==> config.mk <==
export PLATFORM = sky130hd
export DESIGN_NAME = pi_mem_bridge
export DESIGN_NICKNAME = d
export VERILOG_FILES = /design/src/rtl/pi_mem_bridge_pkg.sv /design/src/rtl/pi_mem_bridge_rd_cache.sv /design/src/rtl/pi_mem_bridge.sv
export SDC_FILE = /design/constraint.sdc
export NUM_CORES = 1
export LEC_CHECK = 0
export CAP_MARGIN = 20
export CELL_PAD_IN_SITES_DETAIL_PLACEMENT = 1
export CELL_PAD_IN_SITES_GLOBAL_PLACEMENT = 2
export CORE_UTILIZATION = 22
export CTS_CLUSTER_SIZE = 25
export DETAILED_ROUTE_END_ITERATION = 8
export PLACE_DENSITY_LB_ADDON = 0.1
export RECOVER_POWER = 100
export SYNTH_ARGS = -nofsm -noshare
export SYNTH_HDL_FRONTEND = slang
export SYNTH_SLANG_ARGS = --single-unit
==> constraint.sdc <==
create_clock -name sys_clk -period 3.8 [get_ports sys_clk]
set_clock_uncertainty 0.1 [all_clocks]
set_input_delay 0.57 -clock sys_clk [delete_from_list [all_inputs] [get_ports sys_clk]]
set_output_delay 0.57 -clock sys_clk [all_outputs]
set_load 0.02 [all_outputs]
==> src/rtl/pi_mem_bridge_pkg.sv <==
// Shared definitions for the PI bus to cartridge memory bridge: bus layout, FSM encoding
// and the big-endian byte-lane helpers.
package pi_mem_bridge_pkg;

  localparam int BW_PI_BUS   = 45;

  localparam int PI_AOUT_LSB = 0;
  localparam int PI_DOUT_LSB = 32;
  localparam int PI_OE       = 40;
  localparam int PI_WE       = 41;
  localparam int PI_ACT      = 42;
  localparam int PI_SPI_CLK  = 43;
  localparam int PI_SYNC     = 44;

  localparam logic [0:0] ST_IDLE = 1'b0;
  localparam logic [0:0] ST_REQ  = 1'b1;

  // Big-endian lanes: byte address bit 0 clear selects the high half [15:8].
  localparam logic [1:0] BE_HI   = 2'b10;
  localparam logic [1:0] BE_LO   = 2'b01;
  localparam logic [1:0] BE_WORD = 2'b11;

  function automatic logic [7:0] lane_byte(input logic [15:0] word, input logic lo);
    return lo ? word[7:0] : word[15:8];
  endfunction

  function automatic logic [1:0] lane_be(input logic lo);
    return lo ? BE_LO : BE_HI;
  endfunction

endpackage

==> src/rtl/pi_mem_bridge_rd_cache.sv <==
// One-word read cache for pi_mem_bridge (module pi_rd_cache).
// Only compiled and instantiated when PI_RD_CACHE_EN is defined.
`ifdef PI_RD_CACHE_EN
module pi_rd_cache
  import pi_mem_bridge_pkg::*;
#(
  parameter int ADDR_W = 23
) (
  input  logic              sys_clk,
  input  logic              rst_n,
  input  logic [ADDR_W-1:0] lookup_addr,
  input  logic              lookup_lane,
  output logic              hit,
  output logic [7:0]        hit_byte,
  input  logic              fill_en,
  input  logic [ADDR_W-1:0] fill_addr,
  input  logic [15:0]       fill_word,
  input  logic              inval_en,
  input  logic [ADDR_W-1:0] inval_addr,
  input  logic              flush
);

  logic              valid;
  logic [ADDR_W-1:0] tag;
  logic [15:0]       word;

  always_ff @(posedge sys_clk) begin
    if (!rst_n) begin
      valid <= 1'b0;
      tag   <= '0;
      word  <= '0;
    end else if (flush) begin
      valid <= 1'b0;
    end else if (fill_en) begin
      valid <= 1'b1;
      tag   <= fill_addr;
      word  <= fill_word;
    end else if (inval_en && inval_addr == tag) begin
      valid <= 1'b0;
    end
  end

  assign hit      = valid && (lookup_addr == tag);
  assign hit_byte = lane_byte(word, lookup_lane);

endmodule
`endif

==> src/rtl/pi_mem_bridge.sv <==
// PI bus byte access to 16-bit req/ack cartridge memory bridge (sys_clk domain).
// Optional one-word read cache enabled by defining PI_RD_CACHE_EN.
module pi_mem_bridge
  import pi_mem_bridge_pkg::*;
#(
  parameter int         ADDR_W   = 23,
  parameter logic [7:0] WIN_BASE = 8'h00,
  parameter int         TMO_CYC  = 16
) (
  input  logic                 sys_clk,
  input  logic                 rst_n,
  input  logic [BW_PI_BUS-1:0] pi_bus,
  output logic [7:0]           pi_din,
  output logic                 mem_req,
  output logic                 mem_we,
  output logic [ADDR_W-1:0]    mem_addr,
  output logic [15:0]          mem_wdata,
  output logic [1:0]           mem_be,
  input  logic                 mem_ack,
  input  logic [15:0]          mem_rdata,
  output logic                 busy,
  output logic                 err_tmo,
  output logic                 err_ovr
);

  localparam logic [7:0] TMO_LAST = 8'(TMO_CYC - 1);

  logic        pi_sync;
  logic        pi_we;
  logic        pi_oe;
  logic [7:0]  dout;
  logic [31:0] aout;

  assign pi_sync = pi_bus[PI_SYNC];
  assign pi_we   = pi_bus[PI_WE];
  assign pi_oe   = pi_bus[PI_OE];
  assign dout    = pi_bus[PI_DOUT_LSB +: 8];
  assign aout    = pi_bus[PI_AOUT_LSB +: 32];

  logic unused_bus;
  assign unused_bus = ^{pi_bus[PI_ACT], pi_bus[PI_SPI_CLK], aout};

  logic [0:0]        state;
  logic [7:0]        tmo_cnt;
  logic              rd_lane;
  logic              strobe;
  logic              in_win;
  logic [ADDR_W-1:0] word_addr;
  logic              lane;
  logic              req_timeout;
  logic              rd_hit;
  logic [7:0]        hit_byte;

  // A sync from a non-exec phase (neither we nor oe) carries no access at all.
  assign strobe      = pi_sync && (pi_we || pi_oe);
  assign in_win      = (aout[31:24] == WIN_BASE);
  assign word_addr   = aout[ADDR_W:1];
  assign lane        = aout[0];
  assign req_timeout = (state == ST_REQ) && !mem_ack && (tmo_cnt == TMO_LAST);

  assign mem_req = (state == ST_REQ);
  assign busy    = (state != ST_IDLE);

  always_ff @(posedge sys_clk) begin
    if (!rst_n) begin
      state     <= ST_IDLE;
      tmo_cnt   <= '0;
      rd_lane   <= 1'b0;
      pi_din    <= 8'hFF;
      mem_we    <= 1'b0;
      mem_addr  <= '0;
      mem_wdata <= '0;
      mem_be    <= '0;
      err_tmo   <= 1'b0;
      err_ovr   <= 1'b0;
    end else begin
      if (strobe && state != ST_IDLE) err_ovr <= 1'b1;
      case (state)
        ST_IDLE: begin
          if (strobe) begin
            if (!in_win) begin
              if (!pi_we) pi_din <= 8'hFF;
            end else if (!pi_we && rd_hit) begin
              pi_din <= hit_byte;
            end else begin
              state     <= ST_REQ;
              tmo_cnt   <= '0;
              mem_we    <= pi_we;
              mem_addr  <= word_addr;
              mem_wdata <= {dout, dout};
              mem_be    <= pi_we ? lane_be(lane) : BE_WORD;
              rd_lane   <= lane;
            end
          end
        end
        default: begin
          if (mem_ack) begin
            if (!mem_we) pi_din <= lane_byte(mem_rdata, rd_lane);
            state <= ST_IDLE;
          end else if (req_timeout) begin
            err_tmo <= 1'b1;
            if (!mem_we) pi_din <= 8'hFF;
            state <= ST_IDLE;
          end else begin
            tmo_cnt <= tmo_cnt + 8'd1;
          end
        end
      endcase
    end
  end

`ifdef PI_RD_CACHE_EN
  pi_rd_cache #(.ADDR_W(ADDR_W)) u_rd_cache (
    .sys_clk     (sys_clk),
    .rst_n       (rst_n),
    .lookup_addr (word_addr),
    .lookup_lane (lane),
    .hit         (rd_hit),
    .hit_byte    (hit_byte),
    .fill_en     ((state == ST_REQ) && mem_ack && !mem_we),
    .fill_addr   (mem_addr),
    .fill_word   (mem_rdata),
    .inval_en    ((state == ST_IDLE) && strobe && in_win && pi_we),
    .inval_addr  (word_addr),
    .flush       (req_timeout)
  );
`else
  assign rd_hit   = 1'b0;
  assign hit_byte = 8'hFF;
`endif

endmodule

Yosys cells after proc, flatten, opt, wreduce, memory -nomap -nowiden
Index checks and enable logic that the tools add are counted.
{"block": "word_totals", "word_cells": 55, "input_bits": 64, "out_inout_bits": 54, "register_bits": 62}
{"block": "op_classes", "bitwise": 2, "n_mux": 21, "add_sub_neg": 1, "reduce_logical": 13, "n_eq_ne": 8}
{"operator": "$mux 8", "count": 14}
{"operator": "$add 8x1->8 const B", "count": 1}
{"operator": "$eq 8x4->1 const B", "count": 1}
{"operator": "$logic_not 8->1", "count": 1}
{"operator": "$ne 2x2->1 const B", "count": 3}
{"operator": "$ne 3x3->1 const B", "count": 2}
{"operator": "$reduce_and 3->1", "count": 2}
{"operator": "$reduce_and 6->1", "count": 1}
{"operator": "$mux 1", "count": 5}
{"operator": "$logic_and 1x1->1", "count": 4}
{"operator": "$mux 2", "count": 2}
{"operator": "$reduce_and 4->1", "count": 1}
{"operator": "$reduce_bool 2->1", "count": 2}
{"operator": "$ne 3x2->1 const B", "count": 1}
{"operator": "$ne 2x1->1 const B", "count": 1}
{"operator": "$not 1->1", "count": 2}
{"operator": "$logic_not 1->1", "count": 1}
{"operator": "$logic_or 1x1->1", "count": 1}

Longest topological paths before layout
{"block": "depth", "depth_word": 6, "depth_mapped": 5, "mapped_depth_nobuf": 5}

Worst setup path before layout
OpenSTA, ideal clock, no wires.
{"block": "synth_timing", "kind": "input to register", "startpoint": "input port pi_bus[29]", "endpoint": "register mem_addr[20]", "required_time_ps": 3572, "n_path_buf": 1, "setup_time_ps": 128, "t_arrival_ps": 1493, "setup_slack_ps": 2080, "cell_stages": 5, "path_cell_list": "nor4_2 nand4_2 clkbuf_1 nand3_1 o21ai_1"}
{"block": "synth_via", "elab_chain_cells": 2}
{"item": "start: declaration", "line": "pi_mem_bridge.sv:12", "rtl": "input logic [BW_PI_BUS-1:0] pi_bus,"}
{"item": "$logic_not 8->1", "line": "pi_mem_bridge.sv:56", "rtl": "assign in_win = (aout[31:24] == WIN_BASE);"}
{"item": "$reduce_and 3->1 (no source line)"}
{"item": "end signal: assignment", "line": "pi_mem_bridge.sv:89", "rtl": "mem_addr <= word_addr;"}
{"item": "end: declaration", "line": "pi_mem_bridge.sv:16", "rtl": "output logic [ADDR_W-1:0] mem_addr,"}
No other way between the ends.
A chain may end at the register's enable or synchronous reset.

Worst setup path after layout
{"block": "layout_timing", "startpoint": "input port pi_bus[29]", "endpoint": "register mem_addr[6]"}
Same word-level chain as after synthesis.

==> impl_results.md <==
* Unique masters post-synth at 35
* Residual DRC at 0
* Clock network power share at 33.6%
* Vias in the first global route at 2220
* Initial antenna violation count at 0
* DR vias at 2218
* Initial Util at 22.84%
* #FFs+latches synth at 54
* R2r worst-path depth at 5
* CTS resizes at 0
* Total CTS buffers at 5
* PortBufs at 115
* Psw at 0.2248 mW
* Diode count at 0
* Synthesized Nets at 335
* Reg-to-reg startpoint: busy
* Fin nets at 434
* Clock sink total at 54
* Peak VDD IR at 0.0001675 V
* Drt first pass iters at 4
* Yosys warns at 0
* Row Count at 36
* WHS Path Cells at 2
* Startpoint types: input port
* CP Capture Type: flip-flop
* Worst-Margin Slew at 1214 ps
* Final ANT Viol Nets at 0
* Die Y at 103.2 µm
* Via density per instance at 4.410
* First-pass GRT wire length at 10650 µm
* Drt total wl at 6812 µm
* Hold Path Origin: pi_din[1]
* Worst setup path category: input port to flip-flop
* Switching Share at 22.43%
* Tcrit/Tclk final at 75.20%
* Syn Area/Cell at 8.346 µm²
* Register area share after synthesis at 47.97%
* RePlAce Congestion at 0.6916
* Fillcell total at 1152
* Root Driver: clkbuf_8
* Hold/Removal Path Class: flip-flop to flip-flop
* Area grow syn2layout at 57.75%
* Detailed router's first-iteration violation count at 48
* CTS Hold Bufs at 0
* I/O pins at 118
* Die ar. at 10650 µm²
* FMAX at 350.0 MHz
* Worst EP arrival at 2940 ps
* CP required at 3880 ps
* Post-Syn Area at 2253 µm²
* CTS tree: yes
* Slew HR at 19.04%
* Synth Instances at 270
* Die width at 103.2 µm
* Hold WS at 362.5 ps
* Total global routing overflow at 0
* Placed Area at 3477 µm²
* Fin area at 3555 µm²
* Max cap viols at 0
* Pin count of the biggest net entering global routing at 63
* Clock Tree Buf Depth at 2
* Status: finished, final reports clean
* Pint at 0.7777 mW
* Leak at 1.419 nW
* RSZ-0062 raised after global routing: no
* DR WL/cell at 13.54 µm
* Clk pin slew, worst setup/hold paths at 100 ps
* Setup Buffers After CTS at 0
* Dpl hpwl at 4840 µm
* PwrDens at 282.0 nW/µm²
* Final hold violation count at 0
* Post-layout minimum cycle time at 2857 ps
* Worst-skew pair later-pin latency at 300 ps
* Core Box Area at 9864 µm²
* Post-route setup TNS at 0 ps
* Hold Path Sink: pi_din[1]
* Final setup fails at 0
* Layout cells sized above 1 at 4.324%
* Tot Pwr at 1.003 mW
* Final core utilization at 36.04%
* Max H-tree Level at 2
* R2r endpoint: mem_addr[6]
* Seq pwr share at 56.5%
* Max-slew violations at 0
* Total track usage at 12.93%
* CP max FO at 35
* R2R Setup Slk at 1700 ps
* Logic pwr share at 9.9%
-- worst max-delay path, stage by stage --
cell and delay (ps):
dlygate4sd3_1 550, nor4_1 630, nand4_4 540, clkbuf_1 380, nand3_1 150, o21ai_0 110
-- registers in the layout, indices dropped and copies added (netlist names) --
register / count
mem_addr: 23
mem_wdata: 8
err_tmo: 1
busy: 1
mem_we: 1
mem_be: 2
err_ovr: 1
tmo_cnt: 8
pi_din: 8
rd_lane: 1
-- worst max-delay path by stage --
stage	start	to	slack [ps]	depth (start not counted)
6_report	pi_bus[29]	mem_addr[6]	940	6
5_1_grt	pi_bus[29]	mem_addr[6]	710	6
4_1_cts	pi_bus[29]	tmo_cnt[0]	1310	5
3_5_place_dp	pi_bus[29]	tmo_cnt[0]	970	5
3_3_place_gp	pi_bus[29]	tmo_cnt[2]	1050	5
2_1_floorplan	pi_bus[29]	mem_addr[20]	2080	5
-- cells by family after synthesis --
kind of cell	share of synthesized area (%)
AND/OR/NAND/NOR	25.32
AO/OA/AOI/OAI	17.05
flip-flops	47.97
buffers and inverters	7.551
XOR/XNOR	1.555
adder cells (fa/ha/maj)	0.5552
-- synthesized netlist by cell type, drive strengths merged --
master,number,area [µm²]
dfxtp,54,1081
nand3,41,217.7
nand2,40,150.1
o21ai,37,185.2
clkbuf,14,52.55
buf,12,80.07
inv,10,37.54
nor2b,10,62.56
a211oi,8,60.06
a31oi,8,50.05
nor2,8,30.03
a21oi,4,23.77
nand4,3,25.02
nor3,3,20.02
nor4,3,31.28
xnor2,3,26.28
nand2b,2,20.02
o21a,2,15.01
a21boi,1,7.510
a32o,1,10.01
a41o,1,21.27
ha,1,12.51
nor3b,1,7.510
o2111a,1,11.26
or3,1,6.260
xor2,1,8.760
-- layer usage --
| layer | part of all wire, % | vias to the layer above | global-route usage (%) | wire, µm |
|---|---|---|---|---|
| met2 | 44 | 74 | 21.64 | 3024 |
| met5 | 0 | - | 0 | 0 |
| met1 | 46 | 1019 | 15.55 | 3109 |
| li1 | - | 1119 | - | - |
| met4 | 1.1 | 0 | 3.900 | 72 |
| met3 | 8.9 | 6 | 4.637 | 606 |
-- power groups by stage --
stage,combinational (mW),sequential [mW],clock (mW)
after floorplan,0.0298,0.580,0
after global placement,0.102,0.579,0
after detailed placement,0.102,0.579,0
after CTS,0.103,0.566,0.362
after global routing,0.109,0.567,0.381
final,0.0991,0.566,0.337
-- placed cells by master (no fill, tap or decap), types with 2 or more instances in the layout --
cell type	netlist	layout
clkdlybuf4s50_1	0	59
dlygate4sd3_1	0	55
dfxtp_1	54	54
nand2_1	40	40
nand3_1	40	40
o21ai_0	2	34
inv_1	10	10
nor2b_1	10	10
nor2_1	8	8
a211oi_1	8	8
a31oi_1	8	8
clkbuf_8	0	6
o21ai_1	35	3
a21oi_1	3	3
xnor2_1	3	3
clkbuf_1	14	3
o21a_1	2	2
nor4_1	1	2
nand4_1	2	2
nor3_1	2	2
-- final cells by class --
| cell class | instances | area, µm² | share of cell area [%] |
|---|---|---|---|
| multi-input cells | 180 | 1005 | 28.26 |
| clock buffers | 7 | 86.33 | 2.429 |
| clock inverters | 1 | 5.005 | 0.1408 |
| inverters | 10 | 37.54 | 1.056 |
| repair buffers | 118 | 1174 | 33.02 |
| well taps | 133 | 166.4 | 4.681 |
| flip-flops and latches | 54 | 1081 | 30.41 |
-- stage by stage --
stage               setup slack (ps)  std cells
CTS                             1309        503
global placement                1053        495
floorplan                       2080        270
detailed placement             967.9        495
finish                         942.6        503
global route                   710.0        503
No activity file was read; power rests on OpenSTA's default activity.
